[config.mk]
export PLATFORM = sky130hd
export DESIGN_NAME = u712_bus_sizer_flat
export DESIGN_NICKNAME = d
export VERILOG_FILES = /design/src/rtl/u712_pkg.sv /design/src/rtl/u712_bus_sizer_if.sv /design/src/rtl/u712_byte_lane_decode.sv /design/src/rtl/u712_bus_sizer.sv /design/src/flat_wrapper.sv
export SDC_FILE = /design/constraint.sdc
export NUM_CORES = 1
export LEC_CHECK = 0
export CAP_MARGIN = 5
export CORE_AREA = 2 2 82 104
export CTS_BUF_LIST = sky130_fd_sc_hd__clkbuf_8 sky130_fd_sc_hd__clkbuf_16
export CTS_CLUSTER_SIZE = 28
export DETAILED_ROUTE_END_ITERATION = 10
export DIE_AREA = 0 0 84 106
export GPL_TIMING_DRIVEN = 0
export PLACE_DENSITY = 0.77
export SETUP_SLACK_MARGIN = 0.3
export SLEW_MARGIN = 10
export SYNTH_ARGS = -nofsm -noshare
export SYNTH_HDL_FRONTEND = slang
export SYNTH_SLANG_ARGS = --single-unit
[constraint.sdc]
create_clock -name CLK40 -period 3 [get_ports CLK40]
set_clock_uncertainty 0.2 [all_clocks]
set_input_delay 0.6 -clock CLK40 [delete_from_list [all_inputs] [get_ports CLK40]]
set_output_delay 0.6 -clock CLK40 [all_outputs]
set_load 0.005 [all_outputs]
[src/rtl/u712_pkg.sv]
// u712_pkg: shared CPU size codes and bus sizer state encoding
package u712_pkg;
    localparam logic [1:0] SIZ_LONG = 2'b00;
    localparam logic [1:0] SIZ_BYTE = 2'b01;
    localparam logic [1:0] SIZ_WORD = 2'b10;
    localparam logic [1:0] SIZ_LINE = 2'b11;
    typedef enum logic [1:0] {IDLE, UPPER, LOWER, DONE} sizer_state_t;
endpackage

[src/rtl/u712_bus_sizer_if.sv]
// u712_bus_sizer_if: CPU transfer and Agnus word-cycle signals of the bus sizer
interface u712_bus_sizer_if;
    logic        TSn;
    logic        CYCLE_HIT;
    logic        RnW;
    logic [1:0]  A;
    logic [1:0]  SIZ;
    logic [31:0] CPU_DIN;
    logic [31:0] CPU_DOUT;
    logic        CPU_DOUT_EN;
    logic        WORD_REQ;
    logic        WORD_A1;
    logic        WORD_RNW;
    logic        UDS;
    logic        LDS;
    logic [15:0] WORD_WR_DATA;
    logic [15:0] WORD_RD_DATA;
    logic        WORD_ACK;
    logic        SIZER_TACK;
    logic        TIMEOUT;
    logic        BUSY;
    modport slave (
        input  TSn, CYCLE_HIT, RnW, A, SIZ, CPU_DIN, WORD_RD_DATA, WORD_ACK,
        output CPU_DOUT, CPU_DOUT_EN, WORD_REQ, WORD_A1, WORD_RNW, UDS, LDS,
               WORD_WR_DATA, SIZER_TACK, TIMEOUT, BUSY
    );
    modport master (
        output TSn, CYCLE_HIT, RnW, A, SIZ, CPU_DIN, WORD_RD_DATA, WORD_ACK,
        input  CPU_DOUT, CPU_DOUT_EN, WORD_REQ, WORD_A1, WORD_RNW, UDS, LDS,
               WORD_WR_DATA, SIZER_TACK, TIMEOUT, BUSY
    );
endinterface

[src/rtl/u712_byte_lane_decode.sv]
// u712_byte_lane_decode: CPU A[1:0]/SIZ to byte enables, BE[3] = D31:24
module u712_byte_lane_decode
    import u712_pkg::*;
(
    input  logic [1:0] a,
    input  logic [1:0] siz,
    output logic [3:0] be
);
    // misaligned words are truncated at the long-word boundary
    assign be = (siz == SIZ_LONG || siz == SIZ_LINE) ? 4'b1111 :
                (siz == SIZ_WORD) ? 4'b1100 >> a : 4'b1000 >> a;
endmodule

[src/rtl/u712_bus_sizer.sv]
// u712_bus_sizer: splits one 68040 transfer into one or two Agnus 16-bit word cycles,
// assembles read data and issues a single termination pulse
module u712_bus_sizer
    import u712_pkg::*;
#(
    parameter int ACK_TIMEOUT = 1023,
    parameter int TO_W        = 10
) (
    input logic             CLK40,
    input logic             RESET,
    u712_bus_sizer_if.slave bus
);
    sizer_state_t    state, state_nx;
    logic [3:0]      be, be_q;
    logic            rnw_q, to_q, accept, in_word, timed_out;
    logic [31:0]     din_q, dout;
    logic [TO_W-1:0] cnt;

    u712_byte_lane_decode u_decode (.a(bus.A), .siz(bus.SIZ), .be(be));

    assign accept    = state == IDLE && !bus.TSn && bus.CYCLE_HIT;
    assign in_word   = state == UPPER || state == LOWER;
    // an ACK arriving on the expiry edge still completes the word normally
    assign timed_out = in_word && !bus.WORD_ACK && cnt == TO_W'(ACK_TIMEOUT);

    always_comb begin
        state_nx = state;
        case (state)
            IDLE:    if (accept) state_nx = (be[3] | be[2]) ? UPPER : LOWER;
            UPPER:   if (bus.WORD_ACK) state_nx = (be_q[1] | be_q[0]) ? LOWER : DONE;
                     else if (timed_out) state_nx = DONE;
            LOWER:   if (bus.WORD_ACK || timed_out) state_nx = DONE;
            default: state_nx = IDLE;
        endcase
    end

    always_ff @(posedge CLK40) begin
        if (RESET) begin
            state <= IDLE;
            be_q  <= '0;
            rnw_q <= 1'b0;
            din_q <= '0;
            dout  <= '0;
            cnt   <= '0;
            to_q  <= 1'b0;
        end else begin
            state <= state_nx;
            cnt   <= (in_word && state_nx == state) ? cnt + TO_W'(1) : '0;
            to_q  <= timed_out;
            if (accept) begin
                be_q  <= be;
                rnw_q <= bus.RnW;
                din_q <= bus.CPU_DIN;
            end
            // a forced termination fills every half that never got its ACK
            if (rnw_q && state == UPPER && (bus.WORD_ACK || timed_out))
                dout[31:16] <= bus.WORD_ACK ? bus.WORD_RD_DATA : 16'hFFFF;
            if (rnw_q && (timed_out ? (be_q[1] | be_q[0]) : state == LOWER && bus.WORD_ACK))
                dout[15:0] <= timed_out ? 16'hFFFF : bus.WORD_RD_DATA;
        end
    end

    assign bus.BUSY         = state != IDLE;
    assign bus.WORD_REQ     = in_word;
    assign bus.WORD_A1      = state == LOWER;
    assign bus.WORD_RNW     = in_word && rnw_q;
    assign bus.UDS          = state == UPPER ? be_q[3] : state == LOWER ? be_q[1] : 1'b0;
    assign bus.LDS          = state == UPPER ? be_q[2] : state == LOWER ? be_q[0] : 1'b0;
    assign bus.WORD_WR_DATA = state == UPPER ? din_q[31:16] : state == LOWER ? din_q[15:0] : 16'h0;
    assign bus.SIZER_TACK   = state == DONE;
    assign bus.TIMEOUT      = state == DONE && to_q;
    assign bus.CPU_DOUT_EN  = state == DONE && rnw_q;
    assign bus.CPU_DOUT     = dout;
endmodule
[src/flat_wrapper.sv]
// flat-port wrapper written by rule: the top's interface ports become plain ports
module u712_bus_sizer_flat import u712_pkg::*;
#(
    parameter int ACK_TIMEOUT = 1023,
    parameter int TO_W        = 10
)
  (CLK40, RESET, bus_TSn, bus_CYCLE_HIT, bus_RnW, bus_A, bus_SIZ, bus_CPU_DIN, bus_WORD_RD_DATA, bus_WORD_ACK, bus_CPU_DOUT, bus_CPU_DOUT_EN, bus_WORD_REQ, bus_WORD_A1, bus_WORD_RNW, bus_UDS, bus_LDS, bus_WORD_WR_DATA, bus_SIZER_TACK, bus_TIMEOUT, bus_BUSY);
  u712_bus_sizer_if bus_i ();
  input logic CLK40;
  input logic RESET;
  input wire logic [$bits(bus_i.TSn)-1:0] bus_TSn;
  input wire logic [$bits(bus_i.CYCLE_HIT)-1:0] bus_CYCLE_HIT;
  input wire logic [$bits(bus_i.RnW)-1:0] bus_RnW;
  input wire logic [$bits(bus_i.A)-1:0] bus_A;
  input wire logic [$bits(bus_i.SIZ)-1:0] bus_SIZ;
  input wire logic [$bits(bus_i.CPU_DIN)-1:0] bus_CPU_DIN;
  input wire logic [$bits(bus_i.WORD_RD_DATA)-1:0] bus_WORD_RD_DATA;
  input wire logic [$bits(bus_i.WORD_ACK)-1:0] bus_WORD_ACK;
  output wire logic [$bits(bus_i.CPU_DOUT)-1:0] bus_CPU_DOUT;
  output wire logic [$bits(bus_i.CPU_DOUT_EN)-1:0] bus_CPU_DOUT_EN;
  output wire logic [$bits(bus_i.WORD_REQ)-1:0] bus_WORD_REQ;
  output wire logic [$bits(bus_i.WORD_A1)-1:0] bus_WORD_A1;
  output wire logic [$bits(bus_i.WORD_RNW)-1:0] bus_WORD_RNW;
  output wire logic [$bits(bus_i.UDS)-1:0] bus_UDS;
  output wire logic [$bits(bus_i.LDS)-1:0] bus_LDS;
  output wire logic [$bits(bus_i.WORD_WR_DATA)-1:0] bus_WORD_WR_DATA;
  output wire logic [$bits(bus_i.SIZER_TACK)-1:0] bus_SIZER_TACK;
  output wire logic [$bits(bus_i.TIMEOUT)-1:0] bus_TIMEOUT;
  output wire logic [$bits(bus_i.BUSY)-1:0] bus_BUSY;
  assign bus_i.TSn = bus_TSn;
  assign bus_i.CYCLE_HIT = bus_CYCLE_HIT;
  assign bus_i.RnW = bus_RnW;
  assign bus_i.A = bus_A;
  assign bus_i.SIZ = bus_SIZ;
  assign bus_i.CPU_DIN = bus_CPU_DIN;
  assign bus_i.WORD_RD_DATA = bus_WORD_RD_DATA;
  assign bus_i.WORD_ACK = bus_WORD_ACK;
  assign bus_CPU_DOUT = bus_i.CPU_DOUT;
  assign bus_CPU_DOUT_EN = bus_i.CPU_DOUT_EN;
  assign bus_WORD_REQ = bus_i.WORD_REQ;
  assign bus_WORD_A1 = bus_i.WORD_A1;
  assign bus_WORD_RNW = bus_i.WORD_RNW;
  assign bus_UDS = bus_i.UDS;
  assign bus_LDS = bus_i.LDS;
  assign bus_WORD_WR_DATA = bus_i.WORD_WR_DATA;
  assign bus_SIZER_TACK = bus_i.SIZER_TACK;
  assign bus_TIMEOUT = bus_i.TIMEOUT;
  assign bus_BUSY = bus_i.BUSY;
  u712_bus_sizer #(.ACK_TIMEOUT(ACK_TIMEOUT), .TO_W(TO_W)) u_core (.CLK40(CLK40), .RESET(RESET), .bus(bus_i));
endmodule
Yosys cells after proc, flatten, opt, wreduce, memory -nomap -nowiden
Cells that the tools add are included.

Add/sub/neg operators: 1. Multiplexer cells: 18. Equality and inequality tests: 7. Shift operators: 2. Bitwise operators: 3. Reduce and logical (&&, ||, !) cells: 21.

Operator list (count): two-way mux 16 bit (4); logical AND 1 bit (12); adder 10 x 1 -> 10 bit, second input constant (1); == test 10 bit, second input constant (1); two-way mux 2 bit (5); == test 2 bit, second input constant (4); two-way mux 4 bit (2); right shift 4 x 2 -> 4 bit, first input constant (2); two-way mux 1 bit (6); one-hot mux 2 bit (3 select lines) (1); logical NOT 2 bit (2); logical OR 1 bit (3); == test 2 x 1 -> 1 bit, second input constant (1); == test 2 bit (1); logical NOT 1 bit (2); OR 1 bit (2); nonzero test 2 bit (1); OR reduction 2 bit (1); NOT 1 bit (1).

Bits of input ports: 58. Logic and storage cells: 60. Bits in registers: 82. Output and inout port bits: 57.

Longest topological paths before layout
Depth in word-level cells: 11. Gate-level depth with buffers: 8. Depth with buffers taken out: 6.

Modules after synthesis
Synthesis repeated with hierarchy kept, for this count alone.

Cell total of the unflattened synthesis: 464. Area, all modules: 3673.5 µm².

Modules (own cells, without submodules): u712_bus_sizer (seq. area each 1641.6 µm², cells each 453, area each 3608.5 µm², instances 1); u712_byte_lane_decode (seq. area each 0.0 µm², cells each 11, area each 65.1 µm², instances 1).

Worst setup path before layout
OpenSTA, ideal clock, no wires.

Path kind: register -> output. Start point: register u_core.state[0]. End point: output bus_WORD_WR_DATA[10]. Cell stages (with the launch flop): 8. Data arrival time: 1692 ps. Slack: 508 ps. Required time: 2200 ps. Path buffers: 3. Cells stage by stage: dfxtp_1 inv_1 ha_1 clkbuf_1 clkbuf_1 buf_1 nand2_1 o21ai_0.

Word-level cells in the longest chain between the ends: 3. Elaborated cells on any way between the ends: 4. Classes of those cells: 2 x eq/ne; 2 x mux.

Ends and longest elaborated chain: start, declared (RTL line u712_bus_sizer.sv:13) `sizer_state_t state, state_nx;`; start signal, assigned (RTL line u712_bus_sizer.sv:47) `state <= state_nx;`; == test 2 bit; net bus_WORD_A1 (RTL line flat_wrapper.sv:22) `output wire logic [$bits(bus_i.WORD_A1)-1:0] bus_WORD_A1;`; two-way mux 16 bit (2 in a row) (RTL line u712_bus_sizer.sv:69) `assign bus.WORD_WR_DATA = state == UPPER ? din_q[31:16] : state == LOWER ? din_q[15:0] : 16'h0;`; end, declared (RTL line flat_wrapper.sv:26) `output wire logic [$bits(bus_i.WORD_WR_DATA)-1:0] bus_WORD_WR_DATA;`.

The timed path passes the listed nets, and every way through them passes these cells.

Final worst setup path
Start point: register u_core.state[1]. End point: output bus_CPU_DOUT_EN.

Word-level cells in the longest chain between the ends: 2.

Ends and longest elaborated chain: == test 2 bit (RTL line u712_bus_sizer.sv:72) `assign bus.CPU_DOUT_EN = state == DONE && rnw_q;`; logical AND 1 bit (RTL line u712_bus_sizer.sv:72); end, declared (RTL line flat_wrapper.sv:20) `output wire logic [$bits(bus_i.CPU_DOUT_EN)-1:0] bus_CPU_DOUT_EN;`.

Every way passes these cells.

==> metrics.cfg <==
[synthesis]
yosys_register_bits=82
ys_async_sr_fraction=0
seq_area_frac_synth=0.458
yosysMostFrequentCell=nand2_1
synth_top_cell_area_share=0.458
synthFlopType=dfxtp_1
synth_area_leader_cell=dfxtp_1
synth_adder_area_share=0.0209
yosys_warnings=0
synth_common_cells=106 x nand2_1, 82 x dfxtp_1, 77 x nor2_1
synthMuxAreaShare=0
synth_cell_types=41
synthTopCellsByArea=dfxtp_1 46%, nand2_1 11%, nor2_1 8.1%
syn_nets=526
netlist_instances=462
synth_edf_count=0
syn_area_per_cell_um2=7.76
synth_top_family_by_area=simple AND/OR/NAND/NOR gates
synth-compound-area-share=0.199
synth_xor_area_frac=0.0195
yosys.area_share.simple=0.262
synth_area_um2=3590

[final_layout]
fillers=674
area.growth.synth_to_final_pct=45.5
multi_input_area_um2=1860
final_area_um2=5220
nets=654
ff_latch_area_um2=1650
drive_above_1_share=0.113
n_antenna_cell=0

[detailed_routing]
firstDrtPassIters=4
drt_iter0_markers=147
wire_per_inst_um=14.0
vias_per_cell=5.13
post-route-drc-count=0
ant_nets=0
wirelength_um=9690
vias=3552

[worst_setup_path]
worstSetupPathType=reg -> out
end_kind=primary output
start_kind=flip-flop
endpoint=bus_CPU_DOUT_EN
crit_fanout=8
r2r_cells=6
cp.arrival_ns=1.86
r2r_start=u_core.state[0]
r2r_end=u_core.cnt[9]
r2r_slack_ns=0.54
crit_required_ns=2.20
startpoint=u_core.state[1]

[run]
max_cap_viol_count=0

[timing]
fmaxAchievable_mhz=376
finalSetupViolCount=0
fin_crit_ns=2.66
drv_slew=0
fin_ws_ns=0.337
period_share=0.888
rsz0062_at_grt=true
relSlewSlack=0.566
hold_viol_final=0
tightestPinTransition_ns=0.649

[floorplanning]
initial_utilization=0.448
rows=37
die_h_um=106
core-area_um2=8010
dieArea_um2=8900
io_pins=115
die_w_um=84

[clock_network]
cts_tree=yes
postCtsHoldBufs=0
clk_latency_ns=0.36
clk_pin_slew_worst_paths_ns=0.09
cts_made_buffers=9
cts_sinks=82
cts_buffer_depth=2
h-tree-depth=3
clockRootBuffer=clkbuf_8

[pwr]
powerDensity_nw_per_um2=614
leakage_nw=1.93
vdd.ir_drop.worst_mv=0.370

[placed_design]
place_hpwl_um=7040
globalplace.congestion=0.832
post-place-ws_ns=-0.402
port_buffers=113
placed_area_um2=4840

[global_route]
track_usage=0.218
grt_pass1_wl_um=15700
grt_max_degree=14
grt-ovfl-total=0
first_global_vias=3384
antenna_found_initial=0

[min_path]
holdCritPathClass=reg -> reg

[run_status]
status=finished, final reports clean

[metal layers]
metal	vias to the layer above	GRT usage	part of all wire
li1	1794	-	-
met1	1618	0.268	0.43
met2	127	0.367	0.48
met3	13	0.0481	0.064
met4	0	0.0956	0.019
met5	-	0	0
[flip-flops by register name (all words and copies together), names as in the netlist]
name	flops
u_core.be_q	4
u_core.bus.CPU_DOUT	32
u_core.state	2
u_core.cnt	10
u_core.din_q	32
u_core.rnw_q	1
u_core.to_q	1
[through the flow]
stage          hold slack [ns]  std cells   util  total power [mW]  TNS, ns
3_3_place_gp             0.243        672  0.604              2.11    -6.03
6_report                 0.258        692  0.652              3.20        0
4_1_cts                  0.257        688  0.646              3.12        0
3_5_place_dp             0.247        672  0.604              2.13    -6.56
2_1_floorplan            0.237        462      -              1.77        0
5_1_grt                  0.279        692  0.652              3.36        0
[cells by family after synthesis]
group	Yosys count
buf+inv	37
flops	82
xor+xnor	8
simple gates	221
compound gates	108
fa+ha+maj	6
[layout make-up]
type,instances,area share
repair buffers,117,0.212
inverters,8,0.00623
clock inverters,6,0.0156
multi-input cells,343,0.357
flip-flops and latches,82,0.316
plain buffers,29,0.0436
clock buffers,10,0.0264
well taps,97,0.0233
[layout by cell type (no fill, tap or decap), types with 4 or more instances in the layout]
master / synthesis / final
nor4_1: 9 / 9
clkdlybuf4s50_1: 0 / 95
buf_4: 0 / 4
xnor2_1: 7 / 7
o21ai_2: 0 / 5
inv_1: 8 / 7
o21a_1: 33 / 33
nand2_1: 106 / 105
nor3_1: 5 / 5
o21ai_0: 24 / 11
o21ai_1: 0 / 8
clkbuf_8: 0 / 11
ha_1: 6 / 4
clkbuf_2: 0 / 12
dfxtp_1: 82 / 80
clkbuf_1: 24 / 16
clkdlybuf4s15_1: 0 / 4
a21oi_1: 36 / 36
nor2_1: 77 / 77
nand3_1: 6 / 6
[worst max-delay path, stage by stage (launching register included)]
cell and delay (ns):
dfxtp_4 0.40, ha_1 0.18, clkbuf_2 0.26, and2_1 0.18, clkdlybuf4s50_1 0.50
[how the worst min path moves through the flow]
stage | startpoint | end | slack, ns | depth (start not counted)
detailed placement | u_core.din_q[4] | u_core.din_q[4] | 0.25 | 2
global route | u_core.din_q[20] | u_core.din_q[20] | 0.28 | 2
floorplan | u_core.din_q[0] | u_core.din_q[0] | 0.24 | 2
finish | u_core.din_q[20] | u_core.din_q[20] | 0.26 | 2
CTS | u_core.din_q[4] | u_core.din_q[4] | 0.26 | 2
global placement | u_core.din_q[29] | u_core.din_q[29] | 0.24 | 2
[report_power, final]
group | leakage (nW) | internal [mW] | switching (mW)
logic | 1.15 | 0.496 | 0.549
clock network | 0.113 | 0.486 | 0.396
registers | 0.666 | 1.19 | 0.0838
total | 1.93 | 2.17 | 1.03
[timing repair]
action                                  4_1_cts  5_1_grt
cloned                                        0        0
gates resized for setup                      73       37
endpoints found under the setup margin       21       27
buffers inserted                              0        4
pin swaps                                     0        1
(Power assumes the default switching activity.)
